## config.mk

```make
export PLATFORM = sky130hd
export DESIGN_NAME = hazard_forward_unit_flat
export DESIGN_NICKNAME = d
export VERILOG_FILES = /design/src/rtl/hazard_forward_unit_pkg.sv /design/src/rtl/hazard_forward_unit_if.sv /design/src/rtl/hazard_forward_unit_src_check.sv /design/src/rtl/hazard_forward_unit.sv /design/src/flat_wrapper.sv
export SDC_FILE = /design/constraint.sdc
export NUM_CORES = 1
export LEC_CHECK = 0
export BUFFER_PORTS_ARGS = -buffer_cell sky130_fd_sc_hd__buf_2
export CORE_UTILIZATION = 40
export CTS_CLUSTER_SIZE = 40
export DETAILED_ROUTE_END_ITERATION = 8
export GPL_TIMING_DRIVEN = 0
export PLACE_DENSITY = 0.59
export SLEW_MARGIN = 20
export SYNTH_ARGS = -nofsm -noshare
export SYNTH_HDL_FRONTEND = slang
export SYNTH_SLANG_ARGS = --single-unit
```

## constraint.sdc

```tcl
create_clock -name clk -period 2.1 [get_ports clk]
set_input_delay 0.42 -clock clk [delete_from_list [all_inputs] [get_ports clk]]
set_output_delay 0.42 -clock clk [all_outputs]
set_load 0.02 [all_outputs]
```

## src/rtl/hazard_forward_unit_pkg.sv

```systemverilog
// Shared types and helpers for the pipeline hazard/forwarding controller.
package hazard_forward_unit_pkg;

  localparam int A3_W = 5;
  localparam int TN_W = 2;

  // Tuse value meaning "operand is never read".
  localparam logic [TN_W-1:0] TUSE_NONE = 2'd3;

  // Forwarding mux select codes; NEAR/FAR are relative to the consuming stage.
  typedef enum logic [1:0] {
    FWD_NONE = 2'd0,
    FWD_NEAR = 2'd1,
    FWD_FAR  = 2'd2
  } fwd_sel_e;

  // One in-flight register writer: destination and cycles until its result exists.
  typedef struct packed {
    logic [A3_W-1:0] a3;
    logic [TN_W-1:0] tnew;
  } slot_t;

  // Count a slot's Tnew down by one stage, holding at zero once the result exists.
  function automatic logic [TN_W-1:0] sat_dec(input logic [TN_W-1:0] t);
    return (t == '0) ? '0 : t - TN_W'(1);
  endfunction

endpackage

```

## src/rtl/hazard_forward_unit_if.sv

```systemverilog
// D-stage request and hazard/forwarding response bundle.
interface hazard_forward_unit_if
  import hazard_forward_unit_pkg::*;
#(
  parameter int REG_W = A3_W,
  parameter int T_W   = TN_W
) ();

  logic             d_valid;
  logic [REG_W-1:0] d_rs;
  logic [REG_W-1:0] d_rt;
  logic [T_W-1:0]   d_tuse_rs;
  logic [T_W-1:0]   d_tuse_rt;
  logic [REG_W-1:0] d_a3;
  logic [T_W-1:0]   d_tnew;
  logic             stall;
  logic [1:0]       fwd_d_rs;
  logic [1:0]       fwd_d_rt;
  logic [1:0]       fwd_e_rs;
  logic [1:0]       fwd_e_rt;

  // The pipeline core presents the D instruction and obeys the selects.
  modport master (
    output d_valid, d_rs, d_rt, d_tuse_rs, d_tuse_rt, d_a3, d_tnew,
    input  stall, fwd_d_rs, fwd_d_rt, fwd_e_rs, fwd_e_rt
  );

  // The hazard unit consumes the D instruction and drives the selects.
  modport slave (
    input  d_valid, d_rs, d_rt, d_tuse_rs, d_tuse_rt, d_a3, d_tnew,
    output stall, fwd_d_rs, fwd_d_rt, fwd_e_rs, fwd_e_rt
  );

endinterface

```

## src/rtl/hazard_forward_unit_src_check.sv

```systemverilog
// Evaluates one source register against a near and a far producer slot.
// D_MODE=1: nearest match alone decides (stall or forward when ready).
// D_MODE=0: near forwards only when ready, otherwise any far match forwards.
module hazard_forward_unit_src_check
  import hazard_forward_unit_pkg::*;
#(
  parameter bit D_MODE = 1'b1
) (
  input  logic [A3_W-1:0] src,
  input  logic [TN_W-1:0] tuse,
  input  slot_t           near,
  input  slot_t           far,
  output logic            stall,
  output fwd_sel_e        sel
);

  logic near_hit;
  logic far_hit;

  // Register 0 is hard-wired, so it never depends on a producer.
  assign near_hit = (src != '0) && (near.a3 == src);
  assign far_hit  = (src != '0) && (far.a3 == src);

  // Pick the stall condition and select from the nearest matching producer.
  always_comb begin
    // NOTE: every output gets a default first so no path leaves it unassigned (no latch).
    stall = 1'b0;
    sel   = FWD_NONE;
    if (near_hit) begin
      stall = near.tnew > tuse;
      if (near.tnew == '0) begin
        sel = FWD_NEAR;
      end else if (!D_MODE && far_hit) begin
        sel = FWD_FAR;
      end
    end else if (far_hit) begin
      stall = far.tnew > tuse;
      if (!D_MODE || far.tnew == '0) begin
        sel = FWD_FAR;
      end
    end
  end

endmodule

```

## src/rtl/hazard_forward_unit.sv

```systemverilog
// Hazard controller for the five-stage core: tracks writers in E/M/W,
// stalls D when a result is late and drives the D/E forwarding selects.
module hazard_forward_unit
  import hazard_forward_unit_pkg::*;
#(
  parameter int REG_W = A3_W,
  parameter int T_W   = TN_W
) (
  input  logic                 clk,
  input  logic                 reset,
  hazard_forward_unit_if.slave bus
);

  localparam logic [T_W-1:0] TUSE_E = T_W'(TUSE_NONE);

  slot_t            e_slot;
  slot_t            m_slot;
  slot_t            w_slot;
  logic [REG_W-1:0] e_rs;
  logic [REG_W-1:0] e_rt;
  logic             d_rs_stall;
  logic             d_rt_stall;
  logic             stall;
  fwd_sel_e         d_rs_sel;
  fwd_sel_e         d_rt_sel;
  fwd_sel_e         e_rs_sel;
  fwd_sel_e         e_rt_sel;

  assign stall = d_rs_stall | d_rt_stall;

  // Advance the producer slots and the E-stage consumer registers each cycle.
  always_ff @(posedge clk or posedge reset) begin
    // NOTE: only this handful of control flops exists, so all of them take the async reset.
    if (reset) begin
      e_slot <= '0;
      m_slot <= '0;
      w_slot <= '0;
      e_rs   <= '0;
      e_rt   <= '0;
    end else begin
      // NOTE: non-blocking so every slot shifts from its pre-edge value.
      if (stall || !bus.d_valid) begin
        e_slot <= '0;
        e_rs   <= '0;
        e_rt   <= '0;
      end else begin
        e_slot <= '{a3: bus.d_a3, tnew: bus.d_tnew};
        e_rs   <= bus.d_rs;
        e_rt   <= bus.d_rt;
      end
      m_slot <= '{a3: e_slot.a3, tnew: sat_dec(e_slot.tnew)};
      w_slot <= '{a3: m_slot.a3, tnew: sat_dec(m_slot.tnew)};
    end
  end

  // D-stage checks: E is nearest, M is next; W is covered by the register file bypass.
  hazard_forward_unit_src_check #(.D_MODE(1'b1)) u_d_rs (
    .src(bus.d_rs), .tuse(bus.d_tuse_rs), .near(e_slot), .far(m_slot),
    .stall(d_rs_stall), .sel(d_rs_sel)
  );

  hazard_forward_unit_src_check #(.D_MODE(1'b1)) u_d_rt (
    .src(bus.d_rt), .tuse(bus.d_tuse_rt), .near(e_slot), .far(m_slot),
    .stall(d_rt_stall), .sel(d_rt_sel)
  );

  // E-stage checks: M is nearest, W is next; these never stall.
  hazard_forward_unit_src_check #(.D_MODE(1'b0)) u_e_rs (
    .src(e_rs), .tuse(TUSE_E), .near(m_slot), .far(w_slot),
    .stall(), .sel(e_rs_sel)
  );

  hazard_forward_unit_src_check #(.D_MODE(1'b0)) u_e_rt (
    .src(e_rt), .tuse(TUSE_E), .near(m_slot), .far(w_slot),
    .stall(), .sel(e_rt_sel)
  );

  assign bus.stall    = stall;
  assign bus.fwd_d_rs = d_rs_sel;
  assign bus.fwd_d_rt = d_rt_sel;
  assign bus.fwd_e_rs = e_rs_sel;
  assign bus.fwd_e_rt = e_rt_sel;

endmodule

```

## src/flat_wrapper.sv

```systemverilog
// flat-port wrapper written by rule: the top's interface ports become plain ports
module hazard_forward_unit_flat import hazard_forward_unit_pkg::*;
#(
  parameter int REG_W = A3_W,
  parameter int T_W   = TN_W
)
  (clk, reset, bus_d_valid, bus_d_rs, bus_d_rt, bus_d_tuse_rs, bus_d_tuse_rt, bus_d_a3, bus_d_tnew, bus_stall, bus_fwd_d_rs, bus_fwd_d_rt, bus_fwd_e_rs, bus_fwd_e_rt);
  hazard_forward_unit_if #(.REG_W(REG_W), .T_W(T_W)) bus_i ();
  input  logic clk;
  input  logic reset;
  input wire logic [$bits(bus_i.d_valid)-1:0] bus_d_valid;
  input wire logic [$bits(bus_i.d_rs)-1:0] bus_d_rs;
  input wire logic [$bits(bus_i.d_rt)-1:0] bus_d_rt;
  input wire logic [$bits(bus_i.d_tuse_rs)-1:0] bus_d_tuse_rs;
  input wire logic [$bits(bus_i.d_tuse_rt)-1:0] bus_d_tuse_rt;
  input wire logic [$bits(bus_i.d_a3)-1:0] bus_d_a3;
  input wire logic [$bits(bus_i.d_tnew)-1:0] bus_d_tnew;
  output wire logic [$bits(bus_i.stall)-1:0] bus_stall;
  output wire logic [$bits(bus_i.fwd_d_rs)-1:0] bus_fwd_d_rs;
  output wire logic [$bits(bus_i.fwd_d_rt)-1:0] bus_fwd_d_rt;
  output wire logic [$bits(bus_i.fwd_e_rs)-1:0] bus_fwd_e_rs;
  output wire logic [$bits(bus_i.fwd_e_rt)-1:0] bus_fwd_e_rt;
  assign bus_i.d_valid = bus_d_valid;
  assign bus_i.d_rs = bus_d_rs;
  assign bus_i.d_rt = bus_d_rt;
  assign bus_i.d_tuse_rs = bus_d_tuse_rs;
  assign bus_i.d_tuse_rt = bus_d_tuse_rt;
  assign bus_i.d_a3 = bus_d_a3;
  assign bus_i.d_tnew = bus_d_tnew;
  assign bus_stall = bus_i.stall;
  assign bus_fwd_d_rs = bus_i.fwd_d_rs;
  assign bus_fwd_d_rt = bus_i.fwd_d_rt;
  assign bus_fwd_e_rs = bus_i.fwd_e_rs;
  assign bus_fwd_e_rt = bus_i.fwd_e_rt;
  hazard_forward_unit #(.REG_W(REG_W), .T_W(T_W)) u_core (.clk(clk), .reset(reset), .bus(bus_i));
endmodule
```

Yosys cells after proc, flatten, opt, wreduce, memory -nomap -nowiden
Index checks and enable logic that the tools add are counted.
W data, S select, Z words.

cells by class
  add/sub/neg operators = 1
  order comparisons = 4
  equal/unequal tests = 8
  muxes and demuxes = 20
  bitwise operators = 1
  reductions and logical operators = 16

operators with widths
  operator               count
  $eq A5 B5 Y1           8
  $mux W2                12
  $reduce_bool A5 Y1     4
  $mux W5                2
  $gt A2 B2 Y1           4
  $logic_and A1 B1 Y1    8
  $mux W7                1
  $mux W1                5
  $logic_not A2 Y1       2
  $sub A2 B1 Y2 const B  1
  $logic_not A1 Y1       1
  $logic_or A1 B1 Y1     1
  $or A1 B1 Y1           1

storage, ports and cells
  flip-flop bits (word level) = 29
  output and inout bits = 9
  logic and storage cells = 57

Logic depth before layout (Yosys ltp)
  depth in word-level cells = 7
  mapped depth = 7

Cells and area by module
Synthesis repeated with hierarchy kept, for this count alone.

unflattened totals
  cell total of the unflattened synthesis = 206
  area, all modules = 2169.6 um2

modules (own cells, without submodules)
  module                                              times used  cells each  area an instance (um2)  seq. area each (um2)
  hazard_forward_unit                                 1           58          1086.0                  775.7
  hazard_forward_unit_src_check at u_core.u_d_rs ...  2           39          276.5                   0.0
  hazard_forward_unit_src_check at u_core.u_e_rs ...  2           35          265.3                   0.0

Worst setup path after synthesis
OpenSTA, ideal clock, no wires.

  path type = register -> output
  start = register u_core.e_rt[0]
  end = output bus_fwd_e_rt[1]
  arrival time = 1891 ps
  setup slack = -211 ps
  cell stages (with the launch flop) = 5
  cells stage by stage = dfrtp_1 -> or4_1 -> nor2_1 -> nor4_1 -> nor4_1

on the way
  longest elaborated chain between the ends = 5

RTL lines
  what                                                line                                                                      RTL
  start: declaration                                  hazard_forward_unit.sv:20                                                 logic [REG_W-1:0] e_rt;
  start signal: assignment                            hazard_forward_unit.sv:49                                                 e_rt <= bus.d_rt;
  $eq A5 B5 Y1 or $reduce_bool A5 Y1 (tied branches)  hazard_forward_unit_src_check.sv:22, hazard_forward_unit_src_check.sv:21
  $logic_and A1 B1 Y1                                 hazard_forward_unit_src_check.sv:22                                       assign far_hit = (src != '0) && (far.a3 == src);
  $mux W2                                             hazard_forward_unit_src_check.sv:33, hazard_forward_unit_src_check.sv:36
  $mux W2                                             hazard_forward_unit_src_check.sv:31                                       if (near.tnew == '0) begin
  $mux W2 (*)                                         hazard_forward_unit_src_check.sv:29                                       if (near_hit) begin
  end: declaration                                    flat_wrapper.sv:22                                                        output wire logic [$bits(bus_i.fwd_e_rt)-1:0] bus_fwd_e_rt;

Mark *: on every way between the ends. The rest lies on a longest branch, timed or not.

Final worst setup path
  start = register u_core.m_slot[5] (netlist bit)
  end = output bus_stall

on the way
  longest elaborated chain between the ends = 5

RTL lines
  what                      line                                 RTL
  start: declaration        hazard_forward_unit.sv:17            slot_t m_slot;
  start signal: assignment  hazard_forward_unit.sv:51            m_slot <= '{a3: e_slot.a3, tnew: sat_dec(e_slot.tnew)};
  $eq A5 B5 Y1              hazard_forward_unit_src_check.sv:22
  $logic_and A1 B1 Y1       hazard_forward_unit_src_check.sv:22
  $mux W1                   hazard_forward_unit_src_check.sv:36  end else if (far_hit) begin
  $mux W1                   hazard_forward_unit_src_check.sv:29
  $or A1 B1 Y1 (*)          hazard_forward_unit.sv:29            assign stall = d_rs_stall | d_rt_stall;
  end: declaration          flat_wrapper.sv:18                   output wire logic [$bits(bus_i.stall)-1:0] bus_stall;

Marked as above.

==> run metrics <==
Setup Viol. Count Final=5; pwr/cell area=596.4 mW/mm2; H-tree depth=2; clock share of power=0.310; pre-CTS WS=-0.2750 ns; dpl cells=254; Data arrival, critical path=1.91 ns; crit path time final=2.327 ns; Clock Skew=0.006700 ns; First DRT Iteration DRCs=40; Avg Synthesized Cell Area=9.706 um2; Slew Viols, Final=0; r2r startpoint=u_core.m_slot[5]$_DFF_PP0_; CP Capture Type=primary output; clock latency on the worst-skew pair=0.28 ns; Worst path top cell family by delay=compound AO/OA/AOI/OAI gates; internal power=0.0009922 W; Final Non-Filler Cells=285; DR WL/cell=roughly 15 um; TritonCTS clock tree=done; RSZ-0062 raised after global routing=true; nets=266; largest net degree at the start of global routing=30; Placeable Area=between 0.004 and 0.005 mm2; GRT met1 Usage=0.2432; Comb pwr share=0.241; syn nets=205; Worst R2R Setup Slack=0.07 ns; crit path kind=register to primary output; reg2reg end=u_core.e_rt[3]$_DFF_PP0_; global-route usage over all layers=0.2182; CTS sink cnt=29; count leader, synth=dfrtp_1; Worst slew margin=0.6111; drt via density=about 5.1; Seq pwr share=0.449; gr busiest metal=met2; P_sw=0.0004247 W; f_max=roughly 430 MHz; root buf cell=clkbuf_8; critical-path maximum fanout=3; hold_ws=~0.20 ns; Detail Route Antenna Nets=0; DIE WIDTH=about 67 um; Die Y=about 67 um; Worst Hold Class=input port to asynchronous set/reset pin; Post-Place Cell Area=roughly 0.0019 mm2; initial antenna violation count=0; clk slew on worst S/H paths=roughly 0.060 ns; Routability Congestion=between 0.8 and 0.9; Die Area=0.004461 mm2; GR Overflow Total=0; startpoint types=register; Slew @ Worst Pin=roughly 0.58 ns; switching portion of total power=0.2998; Leak=1.172 nW; share of layout cells above drive strength 1=0.4255; # IOs=33; total chip power=0.001417 W; critical path cell sequence=xor2_1 > a211o_1 > a211o_1 > o22ai_4 > or2_4 > buf_6; grt met3 use=0.05479; Detailed Place HPWL=3.004 mm; Synth Warn #=0; Syn Std Cell Area=0.001679 mm2; leading area contributor after synthesis=dfrtp_1; CP max stage cell=dfrtp_2; crit share post-route=1.108; Non-Filler Cell Area, Final=0.002376 mm2; vias in the first global route=1535; Synth area leaders=dfrtp_1 (43%), xor2_1 (15%), nor3_1 (7.5%), xnor2_1 (6.3%), ha_1 (6.0%); # DRC=0; final wirelength=4.403 mm; Syn Inst Count=173; global-route wire length before repair=a little under 7 mm; final hold violations=0; max-cap violations=0; met2 track demand over resource=0.3927; share of the synthesized area in the top cell type=0.4322; Worst path max stage delay=0.43 ns; Seq/Total Area, Yosys=0.4322; Post-synth ARST share=1.000; CP most frequent cell=a211o_1; failing checks=negative setup slack; Post-synth top cells=dfrtp_1 (29), xor2_1 (28), nor3_1 (25), nand2_1 (23), xnor2_1 (12); vias post-DR=1458; status=finished, violations left; Final WS setup=-0.2271 ns; EDFF count, synth=0; Max IR drop VDD=0.4538 mV; Clock Path Buffers=2; WP data required=1.68 ns; CP Buf/Inv Count=1; FF+latch count, synth=29; port bufs=31; 1st-pass router iterations=4; CTS Buf Count=5; Core Rows=23; Starting Density=0.4168; ys flop type=dfrtp_1; ant diodes=0; synth unique cells=22; synth-to-layout area growth=41.51%; R2R cell count=8
==> flip-flops by register name, indices dropped and copies added (netlist names) <==
| register | flops |
|---|---|
| u_core.e_rs | 5 |
| u_core.w_slot | 5 |
| u_core.e_slot | 7 |
| u_core.e_rt | 5 |
| u_core.m_slot | 7 |
==> logic make-up after synthesis <==
group	Yosys count	share of synthesized area
AND/OR/NAND/NOR	76	0.2198
XOR/XNOR	40	0.2086
flip-flops	29	0.4322
AO/OA/AOI/OAI	10	0.05216
buffers and inverters	10	0.02757
adder cells (fa/ha/maj)	8	0.05961
==> final cells by class <==
type	instances	area [um2]
fillers	352	1653
multi-input cells	134	1069
flip-flops and latches	29	733.2
repair buffers	54	356.6
clock buffers	6	72.57
well taps	50	62.56
plain buffers	5	53.80
inverters	5	18.77
clock inverters	2	10.01
==> per-layer routing <==
metal,routed length [um],share of wire
met2,2415,0.55
met3,164,0.037
met1,1732,0.39
met5,0,0
met4,91,0.021
==> worst max path at each step <==
| stage | from | to | slack [ns] | cells after the start |
|---|---|---|---|---|
| 5_1_grt | u_core.m_slot[5]$_DFF_PP0_ | bus_stall | -0.30 | 6 |
| 6_report | u_core.m_slot[5]$_DFF_PP0_ | bus_stall | -0.23 | 6 |
| 3_5_place_dp | bus_d_tuse_rt[1] | bus_stall | -0.28 | 8 |
| 2_1_floorplan | u_core.e_rt[0]$_DFF_PP0_ | bus_fwd_e_rt[1] | 0.01 | 4 |
| 3_3_place_gp | bus_d_rt[3] | bus_stall | -0.24 | 7 |
| 4_1_cts | u_core.m_slot[5]$_DFF_PP0_ | bus_stall | -0.18 | 6 |
==> power by group through the flow <==
| stage | clock network (W) | registers [W] | logic, W |
|---|---|---|---|
| 4_1_cts | 0.000445 | 0.000634 | 0.000315 |
| 6_report | 0.000439 | 0.000636 | 0.000342 |
| 3_5_place_dp | 0 | 0.000649 | 0.000250 |
| 2_1_floorplan | 0 | 0.000634 | 0.000178 |
| 3_3_place_gp | 0 | 0.000647 | 0.000237 |
| 5_1_grt | 0.000479 | 0.000640 | 0.000378 |
==> per-stage QoR <==
stage                 util  setup TNS (ns)
floorplan                -               0
global placement    0.4770         -0.2351
detailed placement  0.4770         -0.2750
CTS                 0.5655         -0.7749
global route        0.5898          -1.375
finish              0.5898         -0.8157
==> repair_timing <==
| item | CTS | global route |
|---|---|---|
| setup buffers | 20 | 4 |
| hold buffers | 0 | 0 |
| resized for setup | 33 | 20 |
| cloned | 0 | 0 |
| endpoints found under the setup margin | 5 | 19 |
| pin swaps | 10 | 9 |
==> placed cells by master, fill, tap and decap left out, types with 4 or more instances in the layout <==
cell type / netlist / layout
nor4_2: 0 / 4
buf_4: 0 / 27
ha_1: 8 / 6
buf_2: 1 / 24
dfrtp_1: 29 / 23
nor2_1: 7 / 5
nand2_1: 23 / 23
a211o_1: 4 / 4
buf_6: 1 / 4
xnor2_1: 12 / 9
nor2b_1: 5 / 5
dfrtp_2: 0 / 6
inv_1: 5 / 4
nor3_1: 25 / 16
clkbuf_8: 0 / 5
xor2_1: 28 / 28
nor3_2: 0 / 8
Power figures use the tool's default switching activity.
